==> config.mk <==
export PLATFORM = sky130hd
export DESIGN_NAME = writeback_arbiter_flat
export DESIGN_NICKNAME = d
export VERILOG_FILES = /design/src/rtl/writeback_arbiter_if.sv /design/src/rtl/writeback_arbiter.sv /design/src/flat_wrapper.sv
export SDC_FILE = /design/constraint.sdc
export NUM_CORES = 1
export LEC_CHECK = 0
export CAP_MARGIN = 20
export CELL_PAD_IN_SITES_DETAIL_PLACEMENT = 0
export CELL_PAD_IN_SITES_GLOBAL_PLACEMENT = 1
export CORE_MARGIN = 4
export CORE_UTILIZATION = 30
export CTS_BUF_LIST = sky130_fd_sc_hd__clkbuf_8
export DETAILED_ROUTE_END_ITERATION = 8
export PLACE_DENSITY_LB_ADDON = 0.1
export SLEW_MARGIN = 20
export SYNTH_ARGS = -nofsm -noshare
export SYNTH_HDL_FRONTEND = slang
export SYNTH_SLANG_ARGS = --single-unit
export TNS_END_PERCENT = 20
==> constraint.sdc <==
create_clock -name clk -period 4.61 [get_ports clk]
set_input_delay 0.6915 -clock clk [delete_from_list [all_inputs] [get_ports clk]]
set_output_delay 0.6915 -clock clk [all_outputs]
set_load 0.02 [all_outputs]
==> src/rtl/writeback_arbiter_if.sv <==
// Writeback arbiter bus: ALU and LSU result handshakes plus the
// registered writeback port into the register file.
interface writeback_arbiter_if;
   // ALU result source
   logic        alu_valid_i;
   logic        alu_ready_o;
   logic [4:0]  alu_rd_i;
   logic [31:0] alu_result_i;

   // LSU result source
   logic        lsu_valid_i;
   logic        lsu_ready_o;
   logic [4:0]  lsu_rd_i;
   logic [31:0] lsu_result_i;

   // Register-file writeback port
   logic        wb_o;
   logic [4:0]  wb_r_o;
   logic [31:0] result_o;
   logic        pending_o;

   // Result producers and register-file observer
   modport master (
      output alu_valid_i, alu_rd_i, alu_result_i,
      output lsu_valid_i, lsu_rd_i, lsu_result_i,
      input  alu_ready_o, lsu_ready_o,
      input  wb_o, wb_r_o, result_o, pending_o
   );

   // The arbiter itself
   modport slave (
      input  alu_valid_i, alu_rd_i, alu_result_i,
      input  lsu_valid_i, lsu_rd_i, lsu_result_i,
      output alu_ready_o, lsu_ready_o,
      output wb_o, wb_r_o, result_o, pending_o
   );
endinterface

==> src/rtl/writeback_arbiter.sv <==
// Writeback arbiter: buffers ALU and LSU results in per-source FIFOs and
// issues one registered register-file writeback per cycle, round-robin
// between the two sources when both have a result waiting.
module writeback_arbiter #(
   parameter int DEPTH = 4
) (
   input  logic              clk,
   input  logic              rst,
   writeback_arbiter_if.slave bus
);

   localparam int AW = $clog2(DEPTH);
   localparam int CW = AW + 1;
   localparam int EW = 5 + 32;

   localparam logic [CW-1:0] CNT_FULL = CW'(DEPTH);
   localparam logic [CW-1:0] CNT_ONE  = CW'(1);
   localparam logic [AW-1:0] PTR_ONE  = AW'(1);

   // last_grant encoding; reset to LSU so the ALU wins the first contest
   localparam logic [0:0] LG_ALU = 1'b0;
   localparam logic [0:0] LG_LSU = 1'b1;

   // ALU FIFO storage and bookkeeping
   logic [EW-1:0] alu_mem [DEPTH];
   logic [AW-1:0] alu_wr_ptr;
   logic [AW-1:0] alu_rd_ptr;
   logic [CW-1:0] alu_count;
   logic          alu_push;
   logic          alu_pop;
   logic          alu_ne;
   logic [EW-1:0] alu_head;

   // LSU FIFO storage and bookkeeping
   logic [EW-1:0] lsu_mem [DEPTH];
   logic [AW-1:0] lsu_wr_ptr;
   logic [AW-1:0] lsu_rd_ptr;
   logic [CW-1:0] lsu_count;
   logic          lsu_push;
   logic          lsu_pop;
   logic          lsu_ne;
   logic [EW-1:0] lsu_head;

   // Arbitration state and selected head
   logic [0:0]    last_grant;
   logic          grant_any;
   logic [EW-1:0] grant_head;

   // A full FIFO refuses a push even when it pops in the same cycle, so
   // ready depends only on the registered count (and reset).
   assign bus.alu_ready_o = !rst && (alu_count != CNT_FULL);
   assign bus.lsu_ready_o = !rst && (lsu_count != CNT_FULL);

   assign alu_push = bus.alu_valid_i && bus.alu_ready_o;
   assign lsu_push = bus.lsu_valid_i && bus.lsu_ready_o;

   assign alu_ne = (alu_count != '0);
   assign lsu_ne = (lsu_count != '0);

   assign alu_head = alu_mem[alu_rd_ptr];
   assign lsu_head = lsu_mem[lsu_rd_ptr];

   assign bus.pending_o = alu_ne || lsu_ne;

   // Round-robin choice between the FIFO heads; the pop is the grant
   always_comb begin
      alu_pop = 1'b0;
      lsu_pop = 1'b0;
      if (alu_ne && lsu_ne) begin
         if (last_grant == LG_LSU) begin
            alu_pop = 1'b1;
         end else begin
            lsu_pop = 1'b1;
         end
      end else if (alu_ne) begin
         alu_pop = 1'b1;
      end else if (lsu_ne) begin
         lsu_pop = 1'b1;
      end
   end

   assign grant_any  = alu_pop || lsu_pop;
   assign grant_head = alu_pop ? alu_head : lsu_head;

   // ALU FIFO storage write; contents need no reset, the count guards them
   always_ff @(posedge clk) begin
      if (alu_push) begin
         alu_mem[alu_wr_ptr] <= {bus.alu_rd_i, bus.alu_result_i};
      end
   end

   // ALU FIFO pointers and occupancy
   always_ff @(posedge clk or posedge rst) begin
      if (rst) begin
         alu_wr_ptr <= '0;
         alu_rd_ptr <= '0;
         alu_count  <= '0;
      end else begin
         if (alu_push) begin
            alu_wr_ptr <= alu_wr_ptr + PTR_ONE;
         end
         if (alu_pop) begin
            alu_rd_ptr <= alu_rd_ptr + PTR_ONE;
         end
         case ({alu_push, alu_pop})
            2'b10:   alu_count <= alu_count + CNT_ONE;
            2'b01:   alu_count <= alu_count - CNT_ONE;
            default: alu_count <= alu_count;
         endcase
      end
   end

   // LSU FIFO storage write; contents need no reset, the count guards them
   always_ff @(posedge clk) begin
      if (lsu_push) begin
         lsu_mem[lsu_wr_ptr] <= {bus.lsu_rd_i, bus.lsu_result_i};
      end
   end

   // LSU FIFO pointers and occupancy
   always_ff @(posedge clk or posedge rst) begin
      if (rst) begin
         lsu_wr_ptr <= '0;
         lsu_rd_ptr <= '0;
         lsu_count  <= '0;
      end else begin
         if (lsu_push) begin
            lsu_wr_ptr <= lsu_wr_ptr + PTR_ONE;
         end
         if (lsu_pop) begin
            lsu_rd_ptr <= lsu_rd_ptr + PTR_ONE;
         end
         case ({lsu_push, lsu_pop})
            2'b10:   lsu_count <= lsu_count + CNT_ONE;
            2'b01:   lsu_count <= lsu_count - CNT_ONE;
            default: lsu_count <= lsu_count;
         endcase
      end
   end

   // Remember the most recent winner; idle cycles leave it untouched
   always_ff @(posedge clk or posedge rst) begin
      if (rst) begin
         last_grant <= LG_LSU;
      end else if (alu_pop) begin
         last_grant <= LG_ALU;
      end else if (lsu_pop) begin
         last_grant <= LG_LSU;
      end
   end

   // Registered writeback port; rd/data hold their last value when idle
   always_ff @(posedge clk or posedge rst) begin
      if (rst) begin
         bus.wb_o     <= 1'b0;
         bus.wb_r_o   <= '0;
         bus.result_o <= '0;
      end else begin
         bus.wb_o <= grant_any;
         if (grant_any) begin
            bus.wb_r_o   <= grant_head[EW-1:32];
            bus.result_o <= grant_head[31:0];
         end
      end
   end

endmodule

==> src/flat_wrapper.sv <==
// flat-port wrapper written by rule: the top's interface ports become plain ports
module writeback_arbiter_flat 
#(
   parameter int DEPTH = 4
)
  (clk, rst, bus_alu_valid_i, bus_alu_rd_i, bus_alu_result_i, bus_lsu_valid_i, bus_lsu_rd_i, bus_lsu_result_i, bus_alu_ready_o, bus_lsu_ready_o, bus_wb_o, bus_wb_r_o, bus_result_o, bus_pending_o);
  writeback_arbiter_if bus_i ();
  input  logic clk;
  input  logic rst;
  input wire logic [$bits(bus_i.alu_valid_i)-1:0] bus_alu_valid_i;
  input wire logic [$bits(bus_i.alu_rd_i)-1:0] bus_alu_rd_i;
  input wire logic [$bits(bus_i.alu_result_i)-1:0] bus_alu_result_i;
  input wire logic [$bits(bus_i.lsu_valid_i)-1:0] bus_lsu_valid_i;
  input wire logic [$bits(bus_i.lsu_rd_i)-1:0] bus_lsu_rd_i;
  input wire logic [$bits(bus_i.lsu_result_i)-1:0] bus_lsu_result_i;
  output wire logic [$bits(bus_i.alu_ready_o)-1:0] bus_alu_ready_o;
  output wire logic [$bits(bus_i.lsu_ready_o)-1:0] bus_lsu_ready_o;
  output wire logic [$bits(bus_i.wb_o)-1:0] bus_wb_o;
  output wire logic [$bits(bus_i.wb_r_o)-1:0] bus_wb_r_o;
  output wire logic [$bits(bus_i.result_o)-1:0] bus_result_o;
  output wire logic [$bits(bus_i.pending_o)-1:0] bus_pending_o;
  assign bus_i.alu_valid_i = bus_alu_valid_i;
  assign bus_i.alu_rd_i = bus_alu_rd_i;
  assign bus_i.alu_result_i = bus_alu_result_i;
  assign bus_i.lsu_valid_i = bus_lsu_valid_i;
  assign bus_i.lsu_rd_i = bus_lsu_rd_i;
  assign bus_i.lsu_result_i = bus_lsu_result_i;
  assign bus_alu_ready_o = bus_i.alu_ready_o;
  assign bus_lsu_ready_o = bus_i.lsu_ready_o;
  assign bus_wb_o = bus_i.wb_o;
  assign bus_wb_r_o = bus_i.wb_r_o;
  assign bus_result_o = bus_i.result_o;
  assign bus_pending_o = bus_i.pending_o;
  writeback_arbiter #(.DEPTH(DEPTH)) u_core (.clk(clk), .rst(rst), .bus(bus_i));
endmodule
# Word level (Yosys, flattened, before mapping)
# Memories as Yosys holds them, arrays and structs flattened.
# Index checks and enable logic that the tools add are counted.
# W data, S select, Z words.
[classes] n_mux=16 add_sub_neg=8 n_reduce_logical=13 n_eq_ne=6
[op_table] cell="$mux W37" count=1
[op_table] cell="$mux W1" count=13
[op_table] cell="$pmux W3 S2" count=2
[op_table] cell="$add A2 B1 Y2 const B" count=4
[op_table] cell="$add A3 B1 Y3 const B" count=2
[op_table] cell="$ne A3 B3 Y1 const B" count=2
[op_table] cell="$reduce_bool A2 Y1" count=3
[op_table] cell="$reduce_bool A3 Y1" count=2
[op_table] cell="$sub A3 B1 Y3 const B" count=2
[op_table] cell="$logic_and A1 B1 Y1" count=5
[op_table] cell="$eq A2 B1 Y1 const B" count=2
[op_table] cell="$eq A2 B2 Y1 const B" count=2
[op_table] cell="$logic_or A1 B1 Y1" count=2
[op_table] cell="$logic_not A1 Y1" count=1
[totals] ff_bits=53 ramBits=296 word_cells=55 mem_count=2 out_inout_bits=41
[memory_table] name="u_core.alu_mem" words=4 word_bits=37 read_ports=1 rd_ports_with_merged_regs=0 wr=1 line="writeback_arbiter.sv:25" text="logic [EW-1:0] alu_mem [DEPTH];"
[memory_table] name="u_core.lsu_mem" words=4 word_bits=37 read_ports=1 rd_ports_with_merged_regs=0 wr=1 line="writeback_arbiter.sv:35" text="logic [EW-1:0] lsu_mem [DEPTH];"

# Longest topological paths before layout
[depth] ltp_word=6 ltp_mapped=11 mapped_depth_nobuf=9

# Worst setup path after synthesis
# Ideal clock, no wire load.
[synth_path] path_kind="input to register" from="input port bus_alu_valid_i" to="memory u_core.alu_mem[0][0] (netlist bit) (enable)" arrival_ns=2.043 setup_time_ns=0.398 setup_slack_ns=2.169 required_ns=4.212 cell_stages=3 cell_sequence="inv_1 > a211oi_2 > and2_1"
[synth_between] elab_chain_cells=3
[synth_lines] element="start: declaration" line="flat_wrapper.sv:10" text="input wire logic [$bits(bus_i.alu_valid_i)-1:0] bus_alu_valid_i;"
[synth_lines] element="$logic_and A1 B1 Y1" line="writeback_arbiter.sv:54" text="assign alu_push = bus.alu_valid_i && bus.alu_ready_o;"
[synth_lines] element="$mux W1" line="writeback_arbiter.sv:87" text="if (alu_push) begin"
[synth_lines] element="$mux W1 (not written as such)" line="writeback_arbiter.sv:88" text="alu_mem[alu_wr_ptr] <= {bus.alu_rd_i, bus.alu_result_i};"
[synth_lines] element="end: declaration" line="writeback_arbiter.sv:25"
# Every way passes these cells.

# Worst setup path after layout
[layout_path] from="register u_core.lsu_count[2]" to="output port bus_pending_o"
[layout_between] elab_chain_cells=2
[layout_lines] element="start: declaration" line="writeback_arbiter.sv:38" text="logic [CW-1:0] lsu_count;"
[layout_lines] element="start signal: assignment" line="writeback_arbiter.sv:134" text="2'b10: lsu_count <= lsu_count + CNT_ONE;"
[layout_lines] element="start signal: assignment" line="writeback_arbiter.sv:135" text="2'b01: lsu_count <= lsu_count - CNT_ONE;"
[layout_lines] element="start signal: assignment" line="writeback_arbiter.sv:136" text="default: lsu_count <= lsu_count;"
[layout_lines] element="$reduce_bool A3 Y1" line="writeback_arbiter.sv:58" text="assign lsu_ne = (lsu_count != '0);"
[layout_lines] element="$logic_or A1 B1 Y1" line="writeback_arbiter.sv:63" text="assign bus.pending_o = alu_ne || lsu_ne;"
[layout_lines] element="end: declaration" line="flat_wrapper.sv:21" text="output wire logic [$bits(bus_i.pending_o)-1:0] bus_pending_o;"
# Every way passes these cells.

==> results.sh <==
export IMPL_synth_edff_count=296
export IMPL_crit_fanout=17
export IMPL_nets=925
export IMPL_fmax_mhz=296
export IMPL_power_switching_share_pct=33.6
export IMPL_rrSetupSlack_ps=2020
export IMPL_drc=0
export IMPL_critical_path_class="flip-flop to primary output"
export IMPL_grt_remaining_overflow=0
export IMPL_routedWlPerCell_um=22.4
export IMPL_vias_per_cell=4.75
export IMPL_timing_hold_ws_ps=548
export IMPL_cts_tree="done"
export IMPL_postSynthAreaPerCell_um2=19.6
export IMPL_syn_area_um2=13500
export IMPL_min_period_ps=3380
export IMPL_worst_pin_slew_ps=1060
export IMPL_critical_path_reg2reg_endpoint="u_core.lsu_count[2]$_DFFE_PP0P_"
export IMPL_track_usage_pct=13.7
export IMPL_post_synth_top_area_fraction_pct=65.7
export IMPL_cts_buffer_depth=3
export IMPL_cts_sinks=349
export IMPL_grt_pass1_wl_mm=48.8
export IMPL_path_clk_slew_ps=60
export IMPL_instances_no_fill=1474
export IMPL_pwr_share_seq_pct=43.6
export IMPL_io_buffer_count=118
export IMPL_hpwlAfterDp_mm=21.3
export IMPL_area_growth_pct=22.0
export IMPL_start_util_pct=30.5
export IMPL_grt_pass1_vias=7585
export IMPL_hold_depth=2
export IMPL_die_area_um2=48600
export IMPL_yosys_most_used_dff="edfxtp_1"
export IMPL_p_leak_uw=0.00556
export IMPL_drt_total_wl_mm=33.1
export IMPL_cts_setup_buffers=0
export IMPL_setup_tns_ps=0
export IMPL_synth_top_cells_by_count="edfxtp_1 (296), nand3_1 (112), mux4_2 (74)"
export IMPL_cts_root_buf="clkbuf_8"
export IMPL_fillerInstances=4103
export IMPL_yosys_warnings=0
export IMPL_antenna_found_initial=0
export IMPL_placed_cells=1366
export IMPL_post_synth_top_area_cell="edfxtp_1"
export IMPL_rsz0062_at_grt="false"
export IMPL_first_pass_iters=4
export IMPL_r2r_start="u_core.alu_count[0]$_DFFE_PP0P_"
export IMPL_synth_most_common_cell="edfxtp_1"
export IMPL_worst_slack_ps=1230
export IMPL_netlist_instances=691
export IMPL_worstPathRequired_ps=3920
export IMPL_grt_max_degree=65
export IMPL_cts_buffers=59
export IMPL_ys_seq_area_share_pct=75.5
export IMPL_power_density_nw_per_um2=634
export IMPL_vias=7001
export IMPL_cp_end_kind="primary output"
export IMPL_hold_viol=0
export IMPL_ant_nets=0
export IMPL_maxCapViolCount=0
export IMPL_skew_ps=18.1
export IMPL_drv_slew=0
export IMPL_irDropWorstVdd_mv=0.317
export IMPL_switchingPower_uw=3520
export IMPL_critPathArrivalTime_ps=2690
export IMPL_insertedDiodeCount=0
export IMPL_hold_class="flip-flop to flip-flop"
export IMPL_clock_latency_ps=620
export IMPL_min_to="u_core.bus.result_o[31]$_DFFE_PP0P_"
export IMPL_combPwrFrac_pct=31.0
export IMPL_clkPwrFrac_pct=25.4
export IMPL_cts_resized=0
export IMPL_post_route_period_util_pct=73.3
export IMPL_startpoint="u_core.lsu_count[2]$_DFFE_PP0P_"
export IMPL_io_pins=119
export IMPL_place_congestion=0.740
export IMPL_setup_viol=0
export IMPL_pre_cts_ws_ps=1400
export IMPL_core_area_um2=44400
export IMPL_drt_iter0_markers=354
export IMPL_synth_seq_cells=349
export IMPL_p_int_uw=6950
export IMPL_outcome="complete, no violations"
export IMPL_synth_net_count=781
export IMPL_h_tree_depth=2
export IMPL_reg2reg_depth=9
export IMPL_async_reset_ff_share_pct=15.2
export IMPL_die_y_um=220
export IMPL_maxSlewHeadroom_pct=29.2
export IMPL_cp_start_kind="flip-flop"
export IMPL_holdBufCountCts=0
export IMPL_num_rows=77
export IMPL_die_x_um=220
export IMPL_min_from="u_core.bus.result_o[31]$_DFFE_PP0P_"
export IMPL_ys_top_cells_by_area="edfxtp_1 (66%), mux4_2 (12%), dfrtp_1 (9.6%)"
export IMPL_final_layout_size_suffix_gt1_share_pct=20.1
export IMPL_synth_cell_types=32
## area by class of cell
class,instances,area [µm²],area share (%)
Clock buffer,66,908,5.50
Clock inverter,42,241,1.46
Inverter,16,60.1,0.364
Multi-Input combinational cell,280,3080,18.7
Sequential cell,349,10200,61.9
Tap cell,592,741,4.48
Timing Repair Buffer,129,1260,7.65
## flip-flops by register name, summed over array words and instances (netlist names)
name                 flops
u_core.bus.result_o     32
u_core.bus.wb_o          1
u_core.last_grant        1
u_core.alu_rd_ptr        2
u_core.lsu_mem         148
u_core.bus.wb_r_o        5
u_core.lsu_wr_ptr        2
u_core.alu_count         3
u_core.alu_mem         148
u_core.alu_wr_ptr        2
u_core.lsu_count         3
u_core.lsu_rd_ptr        2
## critical path: stages, from the launching register on
cell             delay (ps)
dfrtp_1                 470
nor3_4                  620
nand2_1                 330
clkdlybuf4s50_1         640
## logic make-up after synthesis
kind of cell | after synthesis | share of synthesized area (%)
mux | 78 | 12.6
fa+ha+maj | 12 | 1.22
flops | 349 | 75.5
compound gates | 46 | 2.92
xor+xnor | 12 | 0.776
buf+inv | 62 | 2.05
simple gates | 132 | 4.94
## routing by layer
metal	vias up	GRT usage, %	routed length [µm]	share of wire [%]
met5	-	0	0	0
met4	0	4.27	761	2.3
met3	50	4.05	1890	5.7
met2	204	22.7	16300	49
met1	3622	17.5	14100	43
li1	3125	-	-	-
## power by group through the flow
stage	Combinational (µW)	Clock (µW)	Sequential (µW)
2_1_floorplan	2160	0	4440
3_3_place_gp	3290	0	4630
3_5_place_dp	3340	0	4640
4_1_cts	3360	2760	4590
5_1_grt	3550	2930	4650
6_report	3250	2660	4560
## cell usage in the layout (no fill, tap or decap), types with 2 or more instances in the layout
cell,n
inv_1,42
xnor2_1,7
dfrtp_1,50
and2_4,3
bufinv_16,3
clkbuf_8,66
a21oi_1,2
and2_2,5
clkinv_2,4
mux4_2,74
nand3_1,112
clkinv_1,8
ha_1,10
mux2_2,2
fa_1,2
xor2_1,5
a32oi_1,37
edfxtp_1,296
nand2_1,2
nor2_1,6
or3_1,2
a211oi_2,2
clkdlybuf4s50_1,118
buf_4,11
mux2i_1,2
## worst max path at each step
stage	endpoint	slack (ps)	depth (start not counted)
after floorplan	u_core.alu_mem[0][0]$_DFFE_PP_	2170	3
after global placement	u_core.lsu_mem[1][19]$_DFFE_PP_	1470	3
after detailed placement	u_core.lsu_mem[1][20]$_DFFE_PP_	1400	3
after CTS	bus_pending_o	1220	3
after global routing	bus_pending_o	1020	3
final	bus_pending_o	1230	3
## per-stage QoR
| step | total power [µW] | area, µm² | util, % |
|---|---|---|---|
| floorplan | 6600 | 13500 | - |
| global placement | 7910 | 15400 | 34.6 |
| detailed placement | 7980 | 15400 | 34.6 |
| CTS | 10700 | 16500 | 37.2 |
| global route | 11100 | 16500 | 37.2 |
| finish | 10500 | 16500 | 37.2 |
No activity file was read; power rests on OpenSTA's default activity.
